`config.mk`:
```
export PLATFORM = sky130hd
export DESIGN_NAME = csi2tx_ahb_decmux_flat
export DESIGN_NICKNAME = d
export VERILOG_FILES = /design/src/rtl/csi2tx_ahb_decmux_if.sv /design/src/rtl/csi2tx_ahb_decmux.sv /design/src/flat_wrapper.sv
export SDC_FILE = /design/constraint.sdc
export NUM_CORES = 1
export LEC_CHECK = 0
export BUFFER_PORTS_ARGS = -buffer_cell sky130_fd_sc_hd__buf_4
export CORE_MARGIN = 4
export CORE_UTILIZATION = 27
export CTS_CLUSTER_SIZE = 12
export DETAILED_ROUTE_END_ITERATION = 7
export PLACE_DENSITY = 0.81
export SLEW_MARGIN = 15
export SYNTH_ARGS = -nofsm -noshare
export SYNTH_HDL_FRONTEND = slang
export SYNTH_SLANG_ARGS = --single-unit
```
`constraint.sdc`:
```
create_clock -name hclk -period 1.9 [get_ports hclk]
set_clock_uncertainty 0.2 [all_clocks]
set_input_delay 0.095 -clock hclk [delete_from_list [all_inputs] [get_ports hclk]]
set_output_delay 0.095 -clock hclk [all_outputs]
set_load 0.05 [all_outputs]
```
`src/rtl/csi2tx_ahb_decmux_if.sv`:
```
// AHB decoder/mux bus bundle: master-side address/control plus flattened slave responses.
// The 'slave' modport is the decoder's view; 'master' is the driver/observer view.
interface csi2tx_ahb_decmux_if #(
  parameter int unsigned NUM_SLV = 3,
  parameter int unsigned ADDR_W  = 32,
  parameter int unsigned DATA_W  = 32
);
  logic [ADDR_W-1:0]         haddr;
  logic [1:0]                htrans;
  logic [NUM_SLV-1:0]        hsel;
  logic [NUM_SLV*DATA_W-1:0] hrdata_s;
  logic [NUM_SLV-1:0]        hreadyout_s;
  logic [NUM_SLV*2-1:0]      hresp_s;
  logic [DATA_W-1:0]         hrdata;
  logic                      hready;
  logic [1:0]                hresp;

  modport master (
    output haddr, htrans, hrdata_s, hreadyout_s, hresp_s,
    input  hsel, hrdata, hready, hresp
  );

  modport slave (
    input  haddr, htrans, hrdata_s, hreadyout_s, hresp_s,
    output hsel, hrdata, hready, hresp
  );
endinterface

```
`src/rtl/csi2tx_ahb_decmux.sv`:
```
// AHB address decoder + response mux with an internal ERROR-returning default slave.
// Optional error logging (err_cnt/err_addr) enabled by CSI2TX_AHB_DECMUX_ERRLOG_EN.
module csi2tx_ahb_decmux #(
  parameter int unsigned NUM_SLV = 3,
  parameter int unsigned ADDR_W  = 32,
  parameter int unsigned DATA_W  = 32,
  parameter logic [NUM_SLV*ADDR_W-1:0] SLV_BASE  = {32'h0001_0000, 32'h0000_3004, 32'h0000_0000},
  parameter logic [NUM_SLV*ADDR_W-1:0] SLV_LIMIT = {32'h0001_FFFF, 32'h0000_6000, 32'h0000_007C}
) (
  input  logic                hclk,
  input  logic                hresetn,
  csi2tx_ahb_decmux_if.slave  bus
`ifdef CSI2TX_AHB_DECMUX_ERRLOG_EN
  ,
  output logic [7:0]          err_cnt,
  output logic [ADDR_W-1:0]   err_addr
`endif
);

  typedef enum logic [1:0] {
    S_IDLE = 2'd0,
    S_ERR1 = 2'd1,
    S_ERR2 = 2'd2
  } state_t;

  state_t               state_q, state_d;
  logic [NUM_SLV:0]     dsel_q, dsel_d;
  logic [NUM_SLV-1:0]   hit;
  logic [NUM_SLV-1:0]   hsel_c;
  logic                 found;
  logic                 def_sel;
  logic                 xfer_req;
  logic                 err_req;
  logic                 def_hreadyout;
  logic [1:0]           def_hresp;
  logic [DATA_W-1:0]    hrdata_c;
  logic                 hready_c;
  logic [1:0]           hresp_c;

  // Lowest-index hit wins; empty regions (base > limit) can never hit.
  always_comb begin
    hit    = '0;
    hsel_c = '0;
    found  = 1'b0;
    for (int unsigned i = 0; i < NUM_SLV; i++) begin
      hit[i] = (bus.haddr >= SLV_BASE[i*ADDR_W +: ADDR_W]) &&
               (bus.haddr <= SLV_LIMIT[i*ADDR_W +: ADDR_W]);
      if (hit[i] && !found) begin
        hsel_c[i] = 1'b1;
        found     = 1'b1;
      end
    end
    def_sel = ~|hit;
  end

  assign bus.hsel = hsel_c;
  assign xfer_req = (bus.htrans == 2'b10) || (bus.htrans == 2'b11);

  // Default slave outputs depend on state only, keeping them out of the err_req path.
  assign def_hreadyout = (state_q != S_ERR1);
  assign def_hresp     = (state_q == S_IDLE) ? 2'b00 : 2'b01;

  always_comb begin
    hrdata_c = '0;
    hready_c = def_hreadyout;
    hresp_c  = def_hresp;
    for (int unsigned i = 0; i < NUM_SLV; i++) begin
      if (dsel_q[i]) begin
        hrdata_c = bus.hrdata_s[i*DATA_W +: DATA_W];
        hready_c = bus.hreadyout_s[i];
        hresp_c  = bus.hresp_s[i*2 +: 2];
      end
    end
  end

  assign bus.hrdata = hrdata_c;
  assign bus.hready = hready_c;
  assign bus.hresp  = hresp_c;

  assign err_req = def_sel & xfer_req & hready_c;

  always_comb begin
    dsel_d = dsel_q;
    if (hready_c) begin
      dsel_d = {def_sel, hsel_c};
    end
  end

  always_comb begin
    state_d = state_q;
    case (state_q)
      S_IDLE:  if (err_req) state_d = S_ERR1;
      S_ERR1:  state_d = S_ERR2;
      S_ERR2:  state_d = err_req ? S_ERR1 : S_IDLE;
      default: state_d = S_IDLE;
    endcase
  end

  always_ff @(posedge hclk or negedge hresetn) begin
    if (!hresetn) begin
      state_q <= S_IDLE;
      dsel_q  <= {1'b1, {NUM_SLV{1'b0}}};
    end else begin
      state_q <= state_d;
      dsel_q  <= dsel_d;
    end
  end

`ifdef CSI2TX_AHB_DECMUX_ERRLOG_EN
  logic              err_go;
  logic [7:0]        err_cnt_q, err_cnt_d;
  logic [ADDR_W-1:0] err_addr_q, err_addr_d;

  // ERR1 holds hready low, so this is exactly the set of transitions into ERR1.
  assign err_go = err_req && (state_q != S_ERR1);

  always_comb begin
    err_cnt_d  = err_cnt_q;
    err_addr_d = err_addr_q;
    if (err_go) begin
      err_addr_d = bus.haddr;
      if (err_cnt_q != 8'hFF) begin
        err_cnt_d = err_cnt_q + 8'd1;
      end
    end
  end

  always_ff @(posedge hclk or negedge hresetn) begin
    if (!hresetn) begin
      err_cnt_q  <= '0;
      err_addr_q <= '0;
    end else begin
      err_cnt_q  <= err_cnt_d;
      err_addr_q <= err_addr_d;
    end
  end

  assign err_cnt  = err_cnt_q;
  assign err_addr = err_addr_q;
`endif

endmodule

```
`src/flat_wrapper.sv`:
```
// flat-port wrapper written by rule: the top's interface ports become plain ports
module csi2tx_ahb_decmux_flat 
#(
  parameter int unsigned NUM_SLV = 3,
  parameter int unsigned ADDR_W  = 32,
  parameter int unsigned DATA_W  = 32,
  parameter logic [NUM_SLV*ADDR_W-1:0] SLV_BASE  = {32'h0001_0000, 32'h0000_3004, 32'h0000_0000},
  parameter logic [NUM_SLV*ADDR_W-1:0] SLV_LIMIT = {32'h0001_FFFF, 32'h0000_6000, 32'h0000_007C}
)
  (hclk, hresetn, bus_haddr, bus_htrans, bus_hrdata_s, bus_hreadyout_s, bus_hresp_s, bus_hsel, bus_hrdata, bus_hready, bus_hresp);
  csi2tx_ahb_decmux_if #(.NUM_SLV(NUM_SLV), .ADDR_W(ADDR_W), .DATA_W(DATA_W)) bus_i ();
  input  logic hclk;
  input  logic hresetn;
  input wire logic [$bits(bus_i.haddr)-1:0] bus_haddr;
  input wire logic [$bits(bus_i.htrans)-1:0] bus_htrans;
  input wire logic [$bits(bus_i.hrdata_s)-1:0] bus_hrdata_s;
  input wire logic [$bits(bus_i.hreadyout_s)-1:0] bus_hreadyout_s;
  input wire logic [$bits(bus_i.hresp_s)-1:0] bus_hresp_s;
  output wire logic [$bits(bus_i.hsel)-1:0] bus_hsel;
  output wire logic [$bits(bus_i.hrdata)-1:0] bus_hrdata;
  output wire logic [$bits(bus_i.hready)-1:0] bus_hready;
  output wire logic [$bits(bus_i.hresp)-1:0] bus_hresp;
  assign bus_i.haddr = bus_haddr;
  assign bus_i.htrans = bus_htrans;
  assign bus_i.hrdata_s = bus_hrdata_s;
  assign bus_i.hreadyout_s = bus_hreadyout_s;
  assign bus_i.hresp_s = bus_hresp_s;
  assign bus_hsel = bus_i.hsel;
  assign bus_hrdata = bus_i.hrdata;
  assign bus_hready = bus_i.hready;
  assign bus_hresp = bus_i.hresp;
  csi2tx_ahb_decmux #(.NUM_SLV(NUM_SLV), .ADDR_W(ADDR_W), .DATA_W(DATA_W), .SLV_BASE(SLV_BASE), .SLV_LIMIT(SLV_LIMIT)) u_core (.hclk(hclk), .hresetn(hresetn), .bus(bus_i));
endmodule
```
==> results.json, run 1 <==
{
  "outcome": "complete, no violations",
  "critPathKind": "input port to output port",
  "grt_pass1_vias": 1922,
  "ctsLongestPathBuffers": 2,
  "path_cells": "buf_4 -> or4_4 -> nor4_4 -> mux2i_2 -> a21oi_4 -> buf_6",
  "finalNonFillerCells": 383,
  "required_ns": 1.60,
  "setup_violations": 0,
  "grt_antenna_before_repair": 0,
  "crit_start": "bus_haddr[11]",
  "synthToLayoutAreaGrowth_pct": 162,
  "initial_core_util_pct": 29.1,
  "yosysUniqueCellTypes": 26,
  "cap_violations": 0,
  "critPathMaxStageDelay_ns": 0.52,
  "ioPinCount": 179,
  "fin_crit_sh_pct": 97.6,
  "track_usage_pct": 23.1,
  "cp-endpoint": "bus_hsel[1]",
  "first_pass_iters": 4,
  "post-cts-setup-buffer-count": 0,
  "hp-class": "input port to flip-flop",
  "arrival_ns": 1.56,
  "syn_inst": 165,
  "cts_tree": "done",
  "critPathLaunchType": "input port",
  "synth.avg_cell_area_sq_um": 6.13,
  "placed_cells": 377,
  "powerDensity_mw_per_mm2": 240,
  "rsz0062_at_grt": "yes",
  "crit_fanout": 2,
  "p_total_mw": 0.636,
  "ys_seq_area_share_pct": 12.4,
  "finalWeightedCongestion": 0.861,
  "r2r_cells": 5,
  "slew_viol_final": 0,
  "drc": 0,
  "cts_sinks": 5,
  "h-tree-depth": 1,
  "wl_per_cell_microns": 15.1,
  "wl_mm": 5.79,
  "num_vias": 1960,
  "r2r-start": "u_core.state_q[0]",
  "syn_area_sq_mm": 0.00101,
  "fin_util_pct": 76.3,
  "rr_endpoint": "u_core.dsel_q[0]",
  "p_leak_nw": 1.27,
  "synth_seq_cells": 5,
  "synth_nets": 306,
  "die-area_sq_mm": 0.00479,
  "yosysWarnings": 0,
  "core.rowCount": 21,
  "clk_latency_ns": 0.22,
  "period_needed_ns": 1.86,
  "hpwl_mm": 4.93,
  "endpoint_kind": "output port",
  "tightestPinTransition_ns": 0.437,
  "finalHoldViolCount": 0,
  "fin_nets": 479,
  "final_common_cell": "buf_4",
  "portBuffers": 177,
  "dieWidth_microns": 69.2,
  "antenna_cells": 0,
  "mostFrequentLayoutCells": "buf_4, nand2_1, a22oi_1",
  "postRouteAntennaNets": 0,
  "grt_start_max_net_pins": 38,
  "clk_pin_slew_ns": 0.03,
  "crit_slowest_cell": "or4_4",
  "cts_buffers": 3,
  "core_area_sq_mm": 0.00347,
  "grt_overflow": 0,
  "fmax_mhz": 539,
  "first_iter_violations": 76,
  "grt_pass1_wl_mm": 9.28,
  "cts_root_buf": "clkbuf_8",
  "r2r_setup_slack_ns": 0.11,
  "fp.dieH_microns": 69.2,
  "slew-limit-headroom_pct": 70.8,
  "ir_drop_mv": 0.253,
  "vias_per_cell": 5.12,
  "drive_gt1_share_pct": 68.2
}
-- final cells by class --
type | instances | area (sq um)
Clock buffer | 4 | 45.0
Multi-Input combinational cell | 142 | 988
Timing Repair Buffer | 184 | 1420
Tap cell | 46 | 57.6
Inverter | 2 | 7.51
Fill cell | 289 | 821
Sequential cell | 5 | 126
-- Yosys cell counts --
cell | instances | area share (%)
a21oi_1 | 2 | 0.99
a21oi_2 | 1 | 0.87
a22o_1 | 1 | 0.87
a22oi_1 | 32 | 24
a31oi_1 | 1 | 0.62
buf_1 | 1 | 0.37
clkbuf_1 | 15 | 5.6
dfrtp_1 | 5 | 12
inv_1 | 2 | 0.74
mux2_1 | 1 | 1.1
mux2_2 | 3 | 3.3
mux2i_1 | 2 | 2.0
nand2_1 | 37 | 14
nand2b_1 | 1 | 0.62
nand4_1 | 2 | 1.2
nor2_1 | 6 | 2.2
nor2b_1 | 2 | 1.2
nor3_1 | 2 | 0.99
nor4_1 | 4 | 2.5
nor4_2 | 1 | 1.2
nor4b_1 | 1 | 0.87
o21ai_0 | 38 | 19
or2b_2 | 1 | 0.87
or3_1 | 2 | 1.2
or4_1 | 1 | 0.74
or4_4 | 1 | 1.1
-- logic make-up (layout without fill, tap and decap cells) --
| logic type | count (synthesis) | after routing | share of synthesized area, % |
|---|---|---|---|
| AO/OA/AOI/OAI | 75 | 75 | 45.9 |
| buffers and inverters | 18 | 190 | 6.68 |
| flip-flops | 5 | 5 | 12.4 |
| multiplexers | 6 | 6 | 6.44 |
| AND/OR/NAND/NOR | 61 | 61 | 28.6 |
-- through the flow --
stage | setup WS, ns | TNS, ns | instance area [sq um] | hold slack, ns
2_1_floorplan | -0.188 | -0.261 | 1150 | -0.401
3_3_place_gp | -0.0909 | -0.125 | 2550 | -0.300
3_5_place_dp | -0.144 | -0.276 | 2550 | -0.298
4_1_cts | 0.0235 | 0 | 2630 | 0.0128
5_1_grt | -0.0726 | -0.114 | 2650 | 0.0631
6_report | 0.0447 | 0 | 2650 | 0.0251
-- where the power goes --
group          internal [mW]  leakage (nW)  switching, mW
registers              0.113        0.0660        0.00611
clock network          0.144        0.0228         0.0512
logic                  0.221          1.18          0.101
total                  0.478          1.27          0.159
-- sequential cells by signal, summed over array words and instances, names as in the netlist --
name,cells
u_core.state_q,2
u_core.dsel_q,3
-- per-layer routing --
metal / GRT usage (%) / wire (microns) / vias up / share of wire (%)
li1: - / - / 972 / -
met5: 0 / 0 / - / 0
met1: 26.5 / 2090 / 862 / 36
met4: 6.07 / 63 / 0 / 1.1
met3: 3.91 / 482 / 6 / 8.3
met2: 43.6 / 3150 / 120 / 54
-- how the worst min path moves through the flow --
stage	from	end	depth (start not counted)
final	bus_hreadyout_s[2]	u_core.dsel_q[2]	3
after global routing	bus_hreadyout_s[2]	u_core.dsel_q[2]	3
after CTS	hresetn	u_core.state_q[1]	2
after detailed placement	hresetn	u_core.dsel_q[1]	1
after global placement	hresetn	u_core.dsel_q[0]	1
after floorplan	hresetn	u_core.dsel_q[0]	0
-- worst max-delay path, delay by kind of cell --
kind / cells / cell delay, ns
and+or+nand+nor: 2 / 0.76
muxes: 1 / 0.34
buffers and inverters: 2 / 0.27
AOI/OAI and AO/OA: 1 / 0.10
-- what timing repair did --
action                     4_1_cts  5_1_grt
hold buffers                     2        0
hold endpoints to repair         6        0
setup endpoints to repair        2        5
resized for setup                3        6
pin swaps                        0        0
Note: power is estimated with default switching activity, not from simulation.
==> run 2, diff against run 1 <==
--- a/config.mk
+++ b/config.mk
@@ -6,11 +6,15 @@
 export NUM_CORES = 1
 export LEC_CHECK = 0
 export BUFFER_PORTS_ARGS = -buffer_cell sky130_fd_sc_hd__buf_4
+export CAP_MARGIN = 25
+export CELL_PAD_IN_SITES_DETAIL_PLACEMENT = 0
+export CELL_PAD_IN_SITES_GLOBAL_PLACEMENT = 2
+export CORE_ASPECT_RATIO = 1.5
 export CORE_MARGIN = 4
-export CORE_UTILIZATION = 27
+export CORE_UTILIZATION = 10
 export CTS_CLUSTER_SIZE = 12
 export DETAILED_ROUTE_END_ITERATION = 7
-export PLACE_DENSITY = 0.81
+export PLACE_DENSITY = 0.92
 export SLEW_MARGIN = 15
 export SYNTH_ARGS = -nofsm -noshare
 export SYNTH_HDL_FRONTEND = slang
==> results.json, run 2 (same netlist as run 1, synthesis figures left out) <==
{
  "clkPwrFrac_pct": 43.8,
  "critPathKind": "flip-flop to output port",
  "wl_met3_microns": 731,
  "clk_latency_ns": 0.23,
  "crit_fanout": 4,
  "hpwl_mm": 5.50,
  "outcome": "complete, no violations",
  "wl_per_cell_microns": 13.8,
  "p_leak_nw": 1.35,
  "drive_gt1_share_pct": 69.5,
  "rr_endpoint": "u_core.dsel_q[0]",
  "place_area_sq_mm": 0.00268,
  "initial_core_util_pct": 10.3,
  "final_common_cell": "buf_4",
  "fillCellCount": 1081,
  "portBuffers": 177,
  "fp.dieH_microns": 131,
  "arrival_ns": 1.57,
  "path_cells": "nor2b_2 -> o21ai_0 -> mux2_2 -> mux2i_1 -> buf_4 -> inv_1 -> buf_6",
  "endpoint_kind": "output port",
  "slew_viol_final": 0,
  "critPathMaxStageDelay_ns": 0.38,
  "cap_violations": 0,
  "grt_pass1_vias": 2091,
  "grt_antenna_before_repair": 1,
  "die-area_sq_mm": 0.0118,
  "required_ns": 1.60,
  "antenna_cells": 0,
  "cts_sinks": 5,
  "p_total_mw": 0.786,
  "largestRegisters": "u_core.dsel_q x3, u_core.state_q x2",
  "crit_slowest_cell": "dfrtp_1",
  "drc": 0,
  "slew-limit-headroom_pct": 67.0,
  "hold_slack_ns": 0.0107,
  "num_vias": 2023,
  "r2r-start": "u_core.state_q[1]",
  "r2r_cells": 6,
  "ctsLongestPathBuffers": 2,
  "hp-class": "input port to flip-flop",
  "cts_tree": "done",
  "vias_per_cell": 4.38,
  "met2_length_mm": 3.47,
  "critPathLaunchType": "flip-flop",
  "combPwrFrac_pct": 41.5,
  "setup_violations": 0,
  "ioPinCount": 179,
  "core.rowCount": 44,
  "h-tree-depth": 1,
  "fin_area_sq_mm": 0.00295,
  "powerDensity_mw_per_mm2": 266,
  "fin_crit_sh_pct": 98.0,
  "fmax_mhz": 537,
  "largest_reg_flops": 3,
  "fin_nets": 489,
  "grt_overflow": 0,
  "dieWidth_microns": 90.1,
  "pwr-share-seq_pct": 14.8,
  "synthToLayoutAreaGrowth_pct": 192,
  "tightestPinTransition_ns": 0.488,
  "cts_root_buf": "clkbuf_16",
  "power_switching_share_pct": 22.0,
  "period_needed_ns": 1.86,
  "first_iter_violations": 41,
  "r2r_setup_slack_ns": 0.11,
  "holdCritStartpoint": "bus_hreadyout_s[2]",
  "track_usage_pct": 9.77,
  "core_area_sq_mm": 0.00980,
  "min_path_cells": 3,
  "first_pass_iters": 4,
  "rsz0062_at_grt": "yes",
  "p_sw_mw": 0.173,
  "wl_mm": 6.36,
  "mostFrequentLayoutCells": "buf_4, nand2_1, buf_6",
  "highest_layer": "met5",
  "grt_start_max_net_pins": 36,
  "finalHoldViolCount": 0,
  "p_int_mw": 0.613,
  "clk_pin_slew_ns": 0.03,
  "met1_length_mm": 2.03,
  "grt_pass1_wl_mm": 9.75,
  "worstHoldEndpoint": "u_core.dsel_q[2]",
  "ir_drop_mv": 0.305,
  "postRouteAntennaNets": 0,
  "finalWeightedCongestion": 0.780,
  "cts_buffers": 3,
  "largest-register": "u_core.dsel_q"
}
## run 2: area by class of cell
cell class	instances	area (sq um)	area share [%]
timing repair buffer	194	1610	54.6
multi-input combinational	142	983	33.3
tap	115	144	4.87
sequential	5	128	4.32
clock buffer	4	78.8	2.67
inverter	2	7.51	0.254
## run 2: worst max-delay path by stage
stage	startpoint	end	slack, ns	cells after the start
4_1_cts	u_core.dsel_q[1]	bus_hrdata[17]	-0.003	6
6_report	u_core.state_q[1]	bus_hready	0.04	7
5_1_grt	u_core.dsel_q[0]	bus_hrdata[19]	-0.04	6
3_5_place_dp	bus_haddr[10]	u_core.dsel_q[1]	-0.12	6
3_3_place_gp	bus_haddr[10]	u_core.dsel_q[1]	-0.1	6
2_1_floorplan	u_core.dsel_q[0]	bus_hrdata[0]	-0.19	5
## run 2: layer usage
layer	global-route usage [%]	vias to the layer above
met1	9.05	899
li1	-	992
met5	0	-
met2	19.5	120
met3	4.00	10
met4	2.30	2
## run 2: metrics by stage
| step | TNS, ns | instances | util, % | setup slack, ns |
|---|---|---|---|---|
| 2_1_floorplan | -0.261 | 165 | - | -0.188 |
| 3_3_place_gp | -0.148 | 452 | 27.3 | -0.0986 |
| 3_5_place_dp | -0.220 | 452 | 27.3 | -0.123 |
| 4_1_cts | -0.00615 | 458 | 28.8 | -0.00323 |
| 5_1_grt | -0.244 | 462 | 30.1 | -0.0377 |
| 6_report | 0 | 462 | 30.1 | 0.0389 |
## run 2: what timing repair did
action	4_1_cts	5_1_grt
endpoints found under the setup margin	35	35
pin swaps	0	0
setup buffers	0	4
gates resized for setup	10	28
hold endpoints to repair	6	0
hold buffers	2	0
## run 2: critical path: cells and delay by family, from the launching register on
kind / cells / cell delay, ns
buf+inv: 3 / 0.35
compound gates: 1 / 0.08
flops: 1 / 0.38
simple gates: 1 / 0.12
mux: 2 / 0.42
## run 2: power by group through the flow
stage	combinational [mW]	clock, mW	sequential, mW
2_1_floorplan	0.0646	0	0.116
4_1_cts	0.322	0.346	0.116
3_5_place_dp	0.314	0	0.117
3_3_place_gp	0.308	0	0.117
6_report	0.326	0.344	0.116
5_1_grt	0.349	0.356	0.116
